[src/rtl/wb_uart_tx_if.sv]
// Wishbone classic bus bundle: 32-bit address/data, 4 byte selects.
interface wb_bus;
  logic        cyc;
  logic        stb;
  logic        we;
  logic [31:0] adr;
  logic [3:0]  sel;
  logic [31:0] dat_w;
  logic [31:0] dat_r;
  logic        ack;

  modport master (output cyc, stb, we, adr, sel, dat_w, input dat_r, ack);
  modport slave  (input cyc, stb, we, adr, sel, dat_w, output dat_r, ack);
endinterface

[src/rtl/wb_uart_tx.sv]
// Wishbone transmit-only UART: 8N1 framing, programmable divisor, TX FIFO,
// and a level "TX drained" interrupt.
module wb_uart_tx #(
  parameter int unsigned FIFO_DEPTH      = 8,
  parameter logic [15:0] DEFAULT_DIVISOR = 16'd434
) (
  input  logic  clk_in,
  input  logic  reset_in,
  wb_bus.slave  bus_slave,
  output logic  tx_out,
  output logic  irq_out
);

  localparam int unsigned PTR_W = $clog2(FIFO_DEPTH);
  localparam int unsigned CNT_W = PTR_W + 1;
  localparam int unsigned DIV_W = 16;
  localparam int unsigned DAT_W = 32;

  typedef enum logic [1:0] {
    ST_IDLE,
    ST_START,
    ST_DATA,
    ST_STOP
  } state_e;

  // Bus handshake and latched write request
  logic             ack_q, ack_d;
  logic [DAT_W-1:0] dat_r_q, dat_r_d;
  logic             wr_q, wr_d;
  logic [1:0]       wadr_q, wadr_d;
  logic [1:0]       wsel_q, wsel_d;
  logic [15:0]      wdat_q, wdat_d;

  // Software-visible registers
  logic [DIV_W-1:0] divisor_q, divisor_d;
  logic             ctrl_q, ctrl_d;
  logic             ovf_q, ovf_d;

  // FIFO
  logic [7:0]       mem_q [FIFO_DEPTH];
  logic [7:0]       mem_d [FIFO_DEPTH];
  logic [PTR_W-1:0] wr_ptr_q, wr_ptr_d;
  logic [PTR_W-1:0] rd_ptr_q, rd_ptr_d;
  logic [CNT_W-1:0] count_q, count_d;

  // Transmitter
  state_e           state_q, state_d;
  logic [DIV_W-1:0] div_q, div_d;
  logic [DIV_W-1:0] cnt_q, cnt_d;
  logic [2:0]       bit_q, bit_d;
  logic [7:0]       shift_q, shift_d;
  logic             tx_q, tx_d;
  logic             irq_q, irq_d;

  logic             req_c;
  logic             full_c;
  logic             empty_c;
  logic             busy_c;
  logic             push_c;
  logic             pop_c;
  logic [DIV_W-1:0] div_eff_c;
  logic [DAT_W-1:0] rdata_c;

  logic unused_bus;
  assign unused_bus = ^{bus_slave.adr[31:4], bus_slave.adr[1:0],
                        bus_slave.sel[3:2], bus_slave.dat_w[31:16]};

  assign req_c     = bus_slave.cyc & bus_slave.stb & ~ack_q;
  assign full_c    = (count_q == CNT_W'(FIFO_DEPTH));
  assign empty_c   = (count_q == '0);
  assign busy_c    = (state_q != ST_IDLE);
  assign div_eff_c = (divisor_q == '0) ? DIV_W'(1) : divisor_q;

  // Read mux is sampled in the request cycle so dat_r is valid alongside ack
  always_comb begin
    rdata_c = '0;
    unique case (bus_slave.adr[3:2])
      2'd0: rdata_c = '0;
      2'd1: rdata_c = {16'd0, 8'(count_q), 4'd0, ovf_q, empty_c, full_c, busy_c};
      2'd2: rdata_c = {16'd0, divisor_q};
      2'd3: rdata_c = {31'd0, ctrl_q};
      default: rdata_c = '0;
    endcase
  end

  // Bus front end and register writes; side effects land in the ack cycle
  always_comb begin
    ack_d     = req_c;
    dat_r_d   = (req_c && !bus_slave.we) ? rdata_c : '0;
    wr_d      = req_c & bus_slave.we;
    wadr_d    = wadr_q;
    wsel_d    = wsel_q;
    wdat_d    = wdat_q;
    divisor_d = divisor_q;
    ctrl_d    = ctrl_q;
    ovf_d     = ovf_q;
    push_c    = 1'b0;

    if (req_c) begin
      wadr_d = bus_slave.adr[3:2];
      wsel_d = bus_slave.sel[1:0];
      wdat_d = bus_slave.dat_w[15:0];
    end

    if (wr_q) begin
      unique case (wadr_q)
        2'd0: begin
          if (wsel_q[0]) begin
            if (full_c) ovf_d = 1'b1;
            else        push_c = 1'b1;
          end
        end
        2'd1: begin
          if (wsel_q[0] && wdat_q[3]) ovf_d = 1'b0;
        end
        2'd2: begin
          if (wsel_q[0]) divisor_d[7:0]  = wdat_q[7:0];
          if (wsel_q[1]) divisor_d[15:8] = wdat_q[15:8];
        end
        2'd3: begin
          if (wsel_q[0]) ctrl_d = wdat_q[0];
        end
        default: ;
      endcase
    end
  end

  // FIFO storage and occupancy
  always_comb begin
    mem_d    = mem_q;
    wr_ptr_d = wr_ptr_q;
    rd_ptr_d = rd_ptr_q;
    count_d  = count_q;
    if (push_c) begin
      mem_d[wr_ptr_q] = wdat_q[7:0];
      wr_ptr_d        = wr_ptr_q + PTR_W'(1);
    end
    if (pop_c) rd_ptr_d = rd_ptr_q + PTR_W'(1);
    if (push_c && !pop_c)      count_d = count_q + CNT_W'(1);
    else if (pop_c && !push_c) count_d = count_q - CNT_W'(1);
  end

  // Transmit FSM; tx_d is the line level for the following cycle
  always_comb begin
    state_d = state_q;
    div_d   = div_q;
    cnt_d   = cnt_q;
    bit_d   = bit_q;
    shift_d = shift_q;
    tx_d    = tx_q;
    pop_c   = 1'b0;

    unique case (state_q)
      ST_IDLE: begin
        tx_d = 1'b1;
        if (!empty_c) begin
          pop_c   = 1'b1;
          shift_d = mem_q[rd_ptr_q];
          div_d   = div_eff_c;
          cnt_d   = div_eff_c - DIV_W'(1);
          tx_d    = 1'b0;
          state_d = ST_START;
        end
      end
      ST_START: begin
        if (cnt_q == '0) begin
          cnt_d   = div_q - DIV_W'(1);
          bit_d   = 3'd0;
          tx_d    = shift_q[0];
          state_d = ST_DATA;
        end else begin
          cnt_d = cnt_q - DIV_W'(1);
        end
      end
      ST_DATA: begin
        if (cnt_q == '0) begin
          cnt_d = div_q - DIV_W'(1);
          if (bit_q == 3'd7) begin
            tx_d    = 1'b1;
            state_d = ST_STOP;
          end else begin
            bit_d   = bit_q + 3'd1;
            shift_d = shift_q >> 1;
            tx_d    = shift_q[1];
          end
        end else begin
          cnt_d = cnt_q - DIV_W'(1);
        end
      end
      ST_STOP: begin
        if (cnt_q == '0) begin
          // Back-to-back frames: reload straight into START with no idle gap
          if (!empty_c) begin
            pop_c   = 1'b1;
            shift_d = mem_q[rd_ptr_q];
            div_d   = div_eff_c;
            cnt_d   = div_eff_c - DIV_W'(1);
            tx_d    = 1'b0;
            state_d = ST_START;
          end else begin
            tx_d    = 1'b1;
            state_d = ST_IDLE;
          end
        end else begin
          cnt_d = cnt_q - DIV_W'(1);
        end
      end
      default: state_d = ST_IDLE;
    endcase

    irq_d = ctrl_q & empty_c & (state_q == ST_IDLE);
  end

  always_ff @(posedge clk_in) begin
    if (reset_in) begin
      ack_q     <= 1'b0;
      dat_r_q   <= '0;
      wr_q      <= 1'b0;
      wadr_q    <= '0;
      wsel_q    <= '0;
      wdat_q    <= '0;
      divisor_q <= DEFAULT_DIVISOR;
      ctrl_q    <= 1'b0;
      ovf_q     <= 1'b0;
      wr_ptr_q  <= '0;
      rd_ptr_q  <= '0;
      count_q   <= '0;
      state_q   <= ST_IDLE;
      div_q     <= DIV_W'(1);
      cnt_q     <= '0;
      bit_q     <= '0;
      shift_q   <= '0;
      tx_q      <= 1'b1;
      irq_q     <= 1'b0;
    end else begin
      ack_q     <= ack_d;
      dat_r_q   <= dat_r_d;
      wr_q      <= wr_d;
      wadr_q    <= wadr_d;
      wsel_q    <= wsel_d;
      wdat_q    <= wdat_d;
      divisor_q <= divisor_d;
      ctrl_q    <= ctrl_d;
      ovf_q     <= ovf_d;
      wr_ptr_q  <= wr_ptr_d;
      rd_ptr_q  <= rd_ptr_d;
      count_q   <= count_d;
      state_q   <= state_d;
      div_q     <= div_d;
      cnt_q     <= cnt_d;
      bit_q     <= bit_d;
      shift_q   <= shift_d;
      tx_q      <= tx_d;
      irq_q     <= irq_d;
    end
  end

  // FIFO payload needs no reset; occupancy is tracked by count_q
  always_ff @(posedge clk_in) begin
    mem_q <= mem_d;
  end

  assign bus_slave.ack   = ack_q;
  assign bus_slave.dat_r = dat_r_q;
  assign tx_out          = tx_q;
  assign irq_out         = irq_q;

endmodule

[src/flat_wrapper.sv]
// flat-port wrapper written by rule: the top's interface ports become plain ports
module wb_uart_tx_flat 
#(
  parameter int unsigned FIFO_DEPTH      = 8,
  parameter logic [15:0] DEFAULT_DIVISOR = 16'd434
)
  (clk_in, reset_in, tx_out, irq_out, bus_slave_cyc, bus_slave_stb, bus_slave_we, bus_slave_adr, bus_slave_sel, bus_slave_dat_w, bus_slave_dat_r, bus_slave_ack);
  wb_bus bus_slave_i ();
  input  logic clk_in;
  input  logic reset_in;
  output logic tx_out;
  output logic irq_out;
  input wire logic [$bits(bus_slave_i.cyc)-1:0] bus_slave_cyc;
  input wire logic [$bits(bus_slave_i.stb)-1:0] bus_slave_stb;
  input wire logic [$bits(bus_slave_i.we)-1:0] bus_slave_we;
  input wire logic [$bits(bus_slave_i.adr)-1:0] bus_slave_adr;
  input wire logic [$bits(bus_slave_i.sel)-1:0] bus_slave_sel;
  input wire logic [$bits(bus_slave_i.dat_w)-1:0] bus_slave_dat_w;
  output wire logic [$bits(bus_slave_i.dat_r)-1:0] bus_slave_dat_r;
  output wire logic [$bits(bus_slave_i.ack)-1:0] bus_slave_ack;
  assign bus_slave_i.cyc = bus_slave_cyc;
  assign bus_slave_i.stb = bus_slave_stb;
  assign bus_slave_i.we = bus_slave_we;
  assign bus_slave_i.adr = bus_slave_adr;
  assign bus_slave_i.sel = bus_slave_sel;
  assign bus_slave_i.dat_w = bus_slave_dat_w;
  assign bus_slave_dat_r = bus_slave_i.dat_r;
  assign bus_slave_ack = bus_slave_i.ack;
  wb_uart_tx #(.FIFO_DEPTH(FIFO_DEPTH), .DEFAULT_DIVISOR(DEFAULT_DIVISOR)) u_core (.clk_in(clk_in), .reset_in(reset_in), .bus_slave(bus_slave_i), .tx_out(tx_out), .irq_out(irq_out));
endmodule
[config.mk]
export PLATFORM = sky130hd
export DESIGN_NAME = wb_uart_tx_flat
export DESIGN_NICKNAME = d
export VERILOG_FILES = /design/src/rtl/wb_uart_tx_if.sv /design/src/rtl/wb_uart_tx.sv /design/src/flat_wrapper.sv
export SDC_FILE = /design/constraint.sdc
export NUM_CORES = 1
export LEC_CHECK = 0
export ABC_AREA = 1
export CAP_MARGIN = 10
export CORE_ASPECT_RATIO = 0.8
export CORE_UTILIZATION = 35
export CTS_BUF_LIST = sky130_fd_sc_hd__clkbuf_2 sky130_fd_sc_hd__clkbuf_4 sky130_fd_sc_hd__clkbuf_8
export DETAILED_ROUTE_END_ITERATION = 8
export HOLD_SLACK_MARGIN = 0.12
export PLACE_DENSITY = 0.63
export RECOVER_POWER = 25
export SYNTH_ARGS = -nofsm -noshare
export SYNTH_HDL_FRONTEND = slang
export SYNTH_SLANG_ARGS = --single-unit
export TNS_END_PERCENT = 100
[constraint.sdc]
create_clock -name clk_in -period 3.9 [get_ports clk_in]
set_clock_uncertainty 0.2 [all_clocks]
set_input_delay 0.78 -clock clk_in [delete_from_list [all_inputs] [get_ports clk_in]]
set_output_delay 0.78 -clock clk_in [all_outputs]
set_load 0.01 [all_outputs]
==> flow_metrics.tcl, run 1 <==
set metrics [dict create \
    place.port_buffers 43 \
    hold_path_class "register to register" \
    clk_pin_slew_worst_paths_ns 0.11 \
    io_pins 108 \
    cp.arrival_ns 3.55 \
    path_cells "inv_1 > ha_1 > inv_1 > nand2_1 > inv_1 > nand2_2 > ha_1 > inv_1 > ha_1 > and3_1 > a211oi_1 > nor2_1 > nor2_1 > nand2_1 > o21ai_0 > a21oi_1" \
    avgSynthCellArea_um2 8.27 \
    synthMuxAreaShare_pct 0 \
    rsz0062_at_grt "false" \
    synth-xor-area-share_pct 2.11 \
    ys_warn_count 0 \
    crit_family "adder cells" \
    fp.dieW_um 174 \
    syn2layout_area_growth_pct 13.2 \
    min_period_ns 3.38 \
    maxSlewViolCount 0 \
    start_util_pct 35.6 \
    fin_ws_ns 0.522 \
    outcome "finished, final reports clean" \
    tightest_slew_ns 0.974 \
    required_ns 4.08 \
    grt_max_degree 62 \
    grt_pass1_wl_um 32700 \
    critPathLaunchType "register" \
    worst-setup-path-type "register to register" \
    synth_top_family_by_area "simple AND/OR/NAND/NOR gates" \
    die_h_um 140 \
    cp_slowest_cell "dfxtp_1" \
    fin_tns_setup_ns 0 \
    synth_cells 1006 \
    grt_pass1_vias 6249 \
    synthSimpleGateAreaFrac_pct 19.3 \
    drcViolationCount 0 \
    antenna_found_initial 0 \
    fin_util_pct 40.3 \
    min_period_over_period_pct 86.6 \
    critPathMaxStageDelay_ns 0.44 \
    yosysTopAreaCell "dfxtp_1" \
    h-tree-depth 4 \
    clockBufferDepth 2 \
    post_cts_buffers 0 \
    vdd.ir_drop.worst_v 0.000315 \
    ys_seq_area_share_pct 50.3 \
    synth_edf_count 64 \
    synthAdderAreaFrac_pct 2.50 \
    timing.critical_path.mode_cell "inv_1" \
    ys.flop_type "dfxtp_1" \
    gp_congestion 0.872 \
    synth_cell_type_count 46 \
    slew_headroom_pct 35.1 \
    total_power_w 0.00675 \
    grt_usage_pct 17.1 \
    cts_hold_buf 0 \
    vias 6805 \
    synth_area_um2 8320 \
    dp_hpwl_um 14100 \
    ys_async_sr_fraction_pct 0 \
    place_ws_ns 0.554 \
    die_area_um2 24400 \
    wl_per_cell_um 14.9 \
    end_kind "register" \
    cp_max_fo 6 \
    final_nets 1130 \
    whs_ns 0.265 \
    synth.area.top_cells "dfxtp_1 (27%), edfxtp_1 (23%), o21ai_0 (6.6%)" \
    ys_ff_latch 177 \
    drt_iter0_markers 433 \
    overflow 0 \
    pwr_density_cell_nw_per_um2 717 \
    max_cap_violations 0 \
    synth-compound-area-share_pct 17.9 \
    drive_gt1_share_pct 7.87 \
    setup-violations-final 0 \
    cts_sinks 177 \
    numCtsBuffers 17 \
    drt-vias-per-instance 4.98 \
    cts-root-buf "clkbuf_8" \
    finalHoldViolations 0 \
    std_cell_rows 50 \
    ant_nets 0 \
    worstSkewPairLatency_ns 0.48 \
    post_cts_resize_count 0 \
    leakage_nw 3.59 \
    yosysTopAreaCellShare_pct 27.2 \
    cts_tree "done" \
    dr.pass1.iters 5 \
    max_freq_mhz 296 \
    core_area_um2 23300 \
    num_antenna_cells 0 \
    wirelength_um 20300 \
    critPathBufInv 4 \
]
## per-layer routing
metal / vias to the layer above / part of all wire [%] / wire length [µm] / GRT usage [%]
li1: 3438 / - / - / -
met1: 3136 / 50 / 10200 / 24.9
met2: 208 / 42 / 8520 / 24.6
met3: 23 / 6.5 / 1320 / 4.29
met4: 0 / 1.2 / 251 / 4.99
met5: - / 0 / 0 / 0
## layout make-up
cell class / instances / area, µm²
clock inverters: 14 / 171
repair buffers: 55 / 529
inverters: 94 / 353
clock buffers: 18 / 248
fillers: 2389 / 13900
flip-flops and latches: 177 / 4180
multi-input cells: 696 / 3540
well taps: 312 / 390
## worst paths after layout
| path | start | to | slack [ns] | depth (start not counted) |
|---|---|---|---|---|
| min | u_core.shift_q[5]$_SDFFE_PP0P_ | u_core.shift_q[5]$_SDFFE_PP0P_ | 0.26 | 2 |
| min reg2reg | u_core.shift_q[5]$_SDFFE_PP0P_ | u_core.shift_q[5]$_SDFFE_PP0P_ | 0.26 | 2 |
| max reg2reg | u_core.state_q[0]$_SDFFE_PP0P_ | u_core.count_q[3]$_SDFFE_PP0P_ | 0.52 | 16 |
| max | u_core.state_q[0]$_SDFFE_PP0P_ | u_core.count_q[3]$_SDFFE_PP0P_ | 0.52 | 16 |
## worst register-to-register path: cells and delay by family (launching register included)
family	cells	cell delay, ns
adder cells (fa/ha/maj)	3	0.92
flip-flops	1	0.44
AND/OR/NAND/NOR	6	0.71
AO/OA/AOI/OAI	3	0.41
buffers and inverters	4	0.58
## through the flow
stage	instance area (µm²)	instances
floorplan	8370	1021
global placement	9000	1334
detailed placement	9000	1334
CTS	9420	1366
global route	9410	1366
finish	9410	1366
## placed cells by master (no fill, tap or decap), types with 12 or more instances in the layout
cell type	count
a21oi_1	94
clkbuf_8	18
clkdlybuf4s50_1	43
conb_1	16
dfxtp_1	113
edfxtp_1	64
ha_1	15
inv_1	87
nand2_1	140
nand3_1	42
nor2_1	131
nor2_2	12
nor3_1	20
o211ai_1	13
o21ai_0	110
o21ai_1	20
o22ai_1	13
xor2_1	15
## kinds of logic after synthesis
logic type               after synthesis
adder cells (fa/ha/maj)               16
buffers and inverters                148
AND/OR/NAND/NOR                      371
flip-flops                           177
AO/OA/AOI/OAI                        273
other                                  1
XOR/XNOR                              20
## sequential cells by signal, indices dropped and copies added, names as in the netlist, 3 cells and up
signal / flops
u_core.mem_q: 64
u_core.bus_slave.dat_r: 16
u_core.cnt_q: 16
u_core.div_q: 16
u_core.divisor_q: 16
u_core.wdat_q: 16
u_core.shift_q: 8
u_core.count_q: 4
u_core.bit_q: 3
u_core.rd_ptr_q: 3
u_core.wr_ptr_q: 3
## where the power goes
group / internal [W] / switching [W] / total (W)
registers: 0.00217 / 0.000240 / 0.00241
clock network: 0.000560 / 0.000748 / 0.00131
logic: 0.00102 / 0.00201 / 0.00303
total: 0.00375 / 0.00300 / 0.00675
## synthesized netlist by cell type (7+ instances only)
library cell,count
o21ai_1,20
nand2_1,140
a21oi_1,94
xor2_1,15
nand3_1,42
nor2_1,131
o211ai_1,13
ha_1,15
o221ai_1,8
nor2_2,12
nor3_1,20
dfxtp_1,113
clkbuf_1,25
nand2_2,7
o21ai_0,110
o22ai_1,13
buf_4,18
edfxtp_1,64
inv_1,86
Note: power is estimated with default switching activity, not from simulation.
==> run 2: changes to the inputs <==
--- a/config.mk
+++ b/config.mk
@@ -7,7 +7,7 @@
 export LEC_CHECK = 0
 export ABC_AREA = 1
 export CAP_MARGIN = 10
-export CORE_ASPECT_RATIO = 0.8
+export CORE_MARGIN = 5
 export CORE_UTILIZATION = 35
 export CTS_BUF_LIST = sky130_fd_sc_hd__clkbuf_2 sky130_fd_sc_hd__clkbuf_4 sky130_fd_sc_hd__clkbuf_8
 export DETAILED_ROUTE_END_ITERATION = 8
==> run 2 against run 1 <==
Count of clock-buffer cells in the layout is 1 lower. Non-clock buffer count is 4 lower. Hold slack better by 0.0056 ns. First-iteration DRC count is 19% higher. Via count hardly changed. Final cell count is 0.22% higher. Combinational power is 2% lower. Register-to-register slack hardly changed. Routed wire length is 1.7% higher. Die area is 10% higher. Critical endpoint unchanged.
==> flow_metrics.tcl, run 2 (synthesized netlist as in run 1, its figures left out) <==
set metrics [dict create \
    core_area_um2 23400 \
    whs_ns 0.270 \
    ant_nets 0 \
    cts_tree "done" \
    mostFrequentLayoutCell "nand2_1" \
    place.port_buffers 43 \
    num_antenna_cells 0 \
    wirelength_um 20600 \
    min_period_ns 3.39 \
    placed_area_um2 8960 \
    io_pins 108 \
    antenna_found_initial 0 \
    largest_register_ffs 64 \
    final_area_um2 9420 \
    final_cell_mix "nand2_1 (140), nor2_1 (131), dfxtp_1 (113), o21ai_0 (110), a21oi_1 (94)" \
    slew_headroom_pct 32.3 \
    vias 6802 \
    drt_iter0_markers 514 \
    grt_pass1_wl_um 33100 \
    maxSlewViolCount 0 \
    h-tree-depth 4 \
    busiest_layer "met2" \
    dp_hpwl_um 14600 \
    dr.pass1.iters 5 \
    rsz0062_at_grt "false" \
    required_ns 4.04 \
    total_power_w 0.00682 \
    leakage_nw 3.58 \
    critPathMaxStageDelay_ns 0.45 \
    regMostFlops "u_core.mem_q" \
    use_met1_pct 22.5 \
    drcViolationCount 0 \
    clockBufferDepth 2 \
    max_cap_violations 0 \
    end_kind "register" \
    fp.dieW_um 164 \
    die_area_um2 26900 \
    setup-violations-final 0 \
    fin_tns_setup_ns 0 \
    gp_congestion 0.842 \
    post_cts_buffers 0 \
    critPathLaunchType "register" \
    cts_hold_buf 0 \
    outcome "finished, final reports clean" \
    pwr_density_cell_nw_per_um2 724 \
    hold_path_class "register to register" \
    timing.critical_path.mode_cell "inv_1" \
    post_cts_resize_count 0 \
    rrSetupSlack_ns 0.51 \
    cts-root-buf "clkbuf_8" \
    grt.met2_usage_pct 24.1 \
    numCtsBuffers 17 \
    drive_gt1_share_pct 7.62 \
    r2r_cells 16 \
    min_to "u_core.shift_q[5]$_SDFFE_PP0P_" \
    finalHoldViolations 0 \
    cp_max_fo 6 \
    hold_path_depth 2 \
    cp.arrival_ns 3.53 \
    std_cell_rows 56 \
    r2r-start "u_core.state_q[0]$_SDFFE_PP0P_" \
    drt-vias-per-instance 4.97 \
    min_from "u_core.shift_q[5]$_SDFFE_PP0P_" \
    start_util_pct 35.5 \
    wl_per_cell_um 15.1 \
    cts_sinks 177 \
    path_cells "inv_1 > ha_1 > inv_1 > nand2_1 > inv_1 > nand2_2 > ha_1 > inv_1 > ha_1 > and3_1 > a211oi_1 > nor2_1 > nor2_1 > nand2_1 > o21ai_0 > a21oi_1" \
    grt_max_degree 69 \
    grt_usage_pct 15.5 \
    vdd.ir_drop.worst_v 0.000281 \
    final_nets 1126 \
    die_h_um 164 \
    overflow 0 \
    tightest_slew_ns 1.01 \
    worst-setup-path-type "register to register" \
    syn2layout_area_growth_pct 13.2 \
    timing.rr.end "u_core.count_q[3]$_SDFFE_PP0P_" \
    gr-usage-met3_pct 2.61 \
    min_period_over_period_pct 86.8 \
    grt_pass1_vias 6323 \
    worstSkewPairLatency_ns 0.46 \
    max_freq_mhz 295 \
    clk_pin_slew_worst_paths_ns 0.09 \
    cp_slowest_cell "dfxtp_1" \
]
-- run 2: layer usage --
layer	up-vias	wire [µm]
met5	-	0
met4	0	218
met3	19	1140
met2	170	9320
met1	3178	9970
li1	3435	-
-- run 2: how the worst max path moves through the flow --
stage	from	to	slack (ns)	cells past startpoint
2_1_floorplan	u_core.cnt_q[0]$_SDFF_PP0_	u_core.count_q[3]$_SDFFE_PP0P_	0.90	20
3_3_place_gp	u_core.state_q[0]$_SDFFE_PP0P_	u_core.count_q[3]$_SDFFE_PP0P_	0.59	16
3_5_place_dp	u_core.state_q[0]$_SDFFE_PP0P_	u_core.count_q[3]$_SDFFE_PP0P_	0.55	16
4_1_cts	u_core.state_q[0]$_SDFFE_PP0P_	u_core.count_q[3]$_SDFFE_PP0P_	0.51	16
5_1_grt	u_core.state_q[0]$_SDFFE_PP0P_	u_core.count_q[3]$_SDFFE_PP0P_	0.20	16
6_report	u_core.state_q[0]$_SDFFE_PP0P_	u_core.count_q[3]$_SDFFE_PP0P_	0.51	16
-- run 2: where the power goes --
| part | internal [W] | total [W] | switching, W |
|---|---|---|---|
| Clock | 0.000720 | 0.00143 | 0.000708 |
| Sequential | 0.00217 | 0.00241 | 0.000239 |
| Combinational | 0.00101 | 0.00298 | 0.00197 |
| Total | 0.00390 | 0.00682 | 0.00292 |
-- run 2: stage by stage --
stage	cells	util [%]	worst slack (ns)
after CTS	1369	40.3	0.508
after detailed placement	1337	38.3	0.547
after global routing	1369	40.2	0.195
after global placement	1337	38.3	0.587
final	1369	40.2	0.513
after floorplan	1021	-	0.896
-- run 2: worst max-delay path, delay by kind of cell, from the launching register on --
kind,cells,cell delay (ns)
AOI/OAI and AO/OA,3,0.43
DFF,1,0.45
buffers and inverters,4,0.58
adders and majority gates,3,0.92
and+or+nand+nor,6,0.71
-- run 2: cell type report --
type / count / area (µm²)
Inverter: 94 / 353
Fill cell: 2408 / 14000
Timing Repair Buffer: 51 / 487
Tap cell: 319 / 399
Multi-Input combinational cell: 696 / 3540
Clock inverter: 15 / 221
Sequential cell: 177 / 4180
Clock buffer: 17 / 234
==> run 3: changes to the inputs <==
--- a/config.mk
+++ b/config.mk
@@ -7,12 +7,14 @@
 export LEC_CHECK = 0
 export ABC_AREA = 1
 export CAP_MARGIN = 10
+export CORE_ASPECT_RATIO = 1.75
 export CORE_MARGIN = 5
 export CORE_UTILIZATION = 35
 export CTS_BUF_LIST = sky130_fd_sc_hd__clkbuf_2 sky130_fd_sc_hd__clkbuf_4 sky130_fd_sc_hd__clkbuf_8
 export DETAILED_ROUTE_END_ITERATION = 8
+export DONT_BUFFER_PORTS = 1
 export HOLD_SLACK_MARGIN = 0.12
-export PLACE_DENSITY = 0.63
+export PLACE_DENSITY = 0.57
 export RECOVER_POWER = 25
 export SYNTH_ARGS = -nofsm -noshare
 export SYNTH_HDL_FRONTEND = slang
==> run 3 against run 2 <==
Fmax down 1.9%. Sequential share of layout area up 2.4 points. Final cell count down 4.2%. Highest routed layer unchanged. Routed wire length up 9.3%. Sequential cell count unchanged. Design area down 5.2%. Critical endpoint unchanged. Critical path type unchanged. Count of clock-buffer cells in the layout up 2.
==> flow_metrics.tcl, run 3 (synthesized netlist as in run 1, its figures left out) <==
set metrics [dict create \
    hold_path_class "input port to register" \
    clockBufferDepth 2 \
    std_cell_rows 74 \
    cts_hold_buf 0 \
    vias 6781 \
    max_freq_mhz 290 \
    core_area_um2 23400 \
    post_cts_buffers 0 \
    gp_congestion 0.850 \
    grt_max_degree 69 \
    wirelength_um 22600 \
    drt_iter0_markers 554 \
    grt_usage_pct 16.5 \
    switching_share_pct 44.6 \
    post_cts_resize_count 0 \
    syn2layout_area_growth_pct 7.33 \
    layoutNonFillerInstCount 1312 \
    slew_headroom_pct 31.6 \
    wl_per_cell_um 17.2 \
    cts-root-buf "clkbuf_8" \
    regMostFlops "u_core.mem_q" \
    fin_tns_setup_ns 0 \
    grt_pass1_wl_um 35200 \
    power_frac_clock_pct 19.4 \
    maxSlewViolCount 0 \
    h-tree-depth 4 \
    num_antenna_cells 0 \
    fp.dieW_um 127 \
    drive_gt1_share_pct 7.94 \
    cp.arrival_ns 3.63 \
    end_kind "register" \
    critPathLaunchType "register" \
    worstSkewPairLatency_ns 0.48 \
    combPwrFrac_pct 45.0 \
    final_nets 1084 \
    dp_cells 1280 \
    min_period_ns 3.45 \
    drt-vias-per-instance 5.17 \
    setup-violations-final 0 \
    drcViolationCount 0 \
    place.port_buffers 0 \
    final_cell_mix "nand2_1 (140), nor2_1 (131), dfxtp_1 (113), o21ai_0 (110), a21oi_1 (94)" \
    max_cap_violations 0 \
    io_pins 108 \
    start_util_pct 35.5 \
    cp_max_fo 6 \
    antenna_found_initial 0 \
    ant_nets 0 \
    min_period_over_period_pct 88.6 \
    worst-setup-path-type "register to register" \
    grt_pass1_vias 6722 \
    largest_register_ffs 64 \
    finalHoldViolations 0 \
    dp_hpwl_um 16200 \
    dr.pass1.iters 5 \
    p_int_w 0.00377 \
    numCtsBuffers 17 \
    multi_input_area_um2 3540 \
    overflow 0 \
    die_h_um 214 \
    clk_pin_slew_worst_paths_ns 0.10 \
    mostFrequentLayoutCell "nand2_1" \
    fin_util_pct 38.1 \
    die_area_um2 27100 \
    leakage_nw 3.41 \
    cts_sinks 177 \
    tightest_slew_ns 1.02 \
    vdd.ir_drop.worst_v 0.000253 \
    cts_tree "done" \
    switching_power_w 0.00304 \
    rsz0062_at_grt "false" \
    required_ns 4.08 \
    nFillCells 2423 \
    outcome "finished, final reports clean" \
    power_frac_seq_pct 35.6 \
    regArea_um2 4180 \
    pwr_density_cell_nw_per_um2 763 \
]
-- run 3: cell count changes in the layout (fill, tap and decap cells not counted) --
cell	previous run	this run
clkinv_1	2	4
inv_8	2	3
buf_4	7	8
inv_1	86	85
inv_2	6	7
clkinv_4	2	3
bufinv_16	4	2
clkdlybuf4s50_1	43	0
clkinv_2	2	1
clkbuf_4	0	2
inv_6	4	1
-- run 3: critical path, stage by stage (launching register included) --
cell,delay (ns)
dfxtp_1,0.44
inv_1,0.09
ha_1,0.40
inv_1,0.24
nand2_1,0.20
inv_1,0.13
nand2_2,0.11
ha_1,0.26
inv_1,0.13
ha_1,0.28
and3_1,0.18
a211oi_1,0.24
nor2_1,0.07
nor2_1,0.09
nand2_1,0.08
o21ai_0,0.16
a21oi_1,0.06
-- run 3: per-layer routing --
layer / global-route usage, % / vias to the layer above / share of wire (%)
met3: 2.37 / 58 / 3.3
met4: 8.20 / 0 / 4.1
li1: - / 3359 / -
met5: 0 / - / 0
met1: 16.8 / 3194 / 37
met2: 32.0 / 170 / 55
-- run 3: worst paths after layout --
| path | from | to | slack, ns | cells past startpoint |
|---|---|---|---|---|
| worst max-delay path | u_core.state_q[0]$_SDFFE_PP0P_ | u_core.count_q[3]$_SDFFE_PP0P_ | 0.45 | 16 |
| worst min-delay path | reset_in | u_core.wr_q$_SDFF_PP0_ | 0.16 | 1 |
| worst max register to register | u_core.state_q[0]$_SDFFE_PP0P_ | u_core.count_q[3]$_SDFFE_PP0P_ | 0.45 | 16 |
| worst min register to register | u_core.shift_q[5]$_SDFFE_PP0P_ | u_core.shift_q[5]$_SDFFE_PP0P_ | 0.26 | 2 |
-- run 3: layout make-up --
class | count | area share [%]
multi-input combinational | 696 | 39.6
timing repair buffer | 9 | 0.715
clock buffer | 19 | 2.79
sequential | 177 | 46.9
inverter | 94 | 3.95
tap | 304 | 4.26
clock inverter | 13 | 1.77
-- run 3: power groups by stage --
stage,registers (W),clock network (W),logic (W)
2_1_floorplan,0.00239,0,0.00232
3_3_place_gp,0.00246,0,0.00303
3_5_place_dp,0.00246,0,0.00305
4_1_cts,0.00242,0.00135,0.00307
5_1_grt,0.00246,0.00141,0.00344
6_report,0.00242,0.00132,0.00306
-- run 3: metrics by stage --
stage | setup slack (ns) | area (µm²) | total power, W | hold WS, ns
floorplan | 0.896 | 8370 | 0.00471 | 0.238
global placement | 0.499 | 8520 | 0.00549 | 0.245
detailed placement | 0.461 | 8520 | 0.00552 | 0.253
CTS | 0.443 | 8930 | 0.00684 | 0.136
global route | 0.143 | 8930 | 0.00731 | 0.136
finish | 0.446 | 8930 | 0.00681 | 0.161
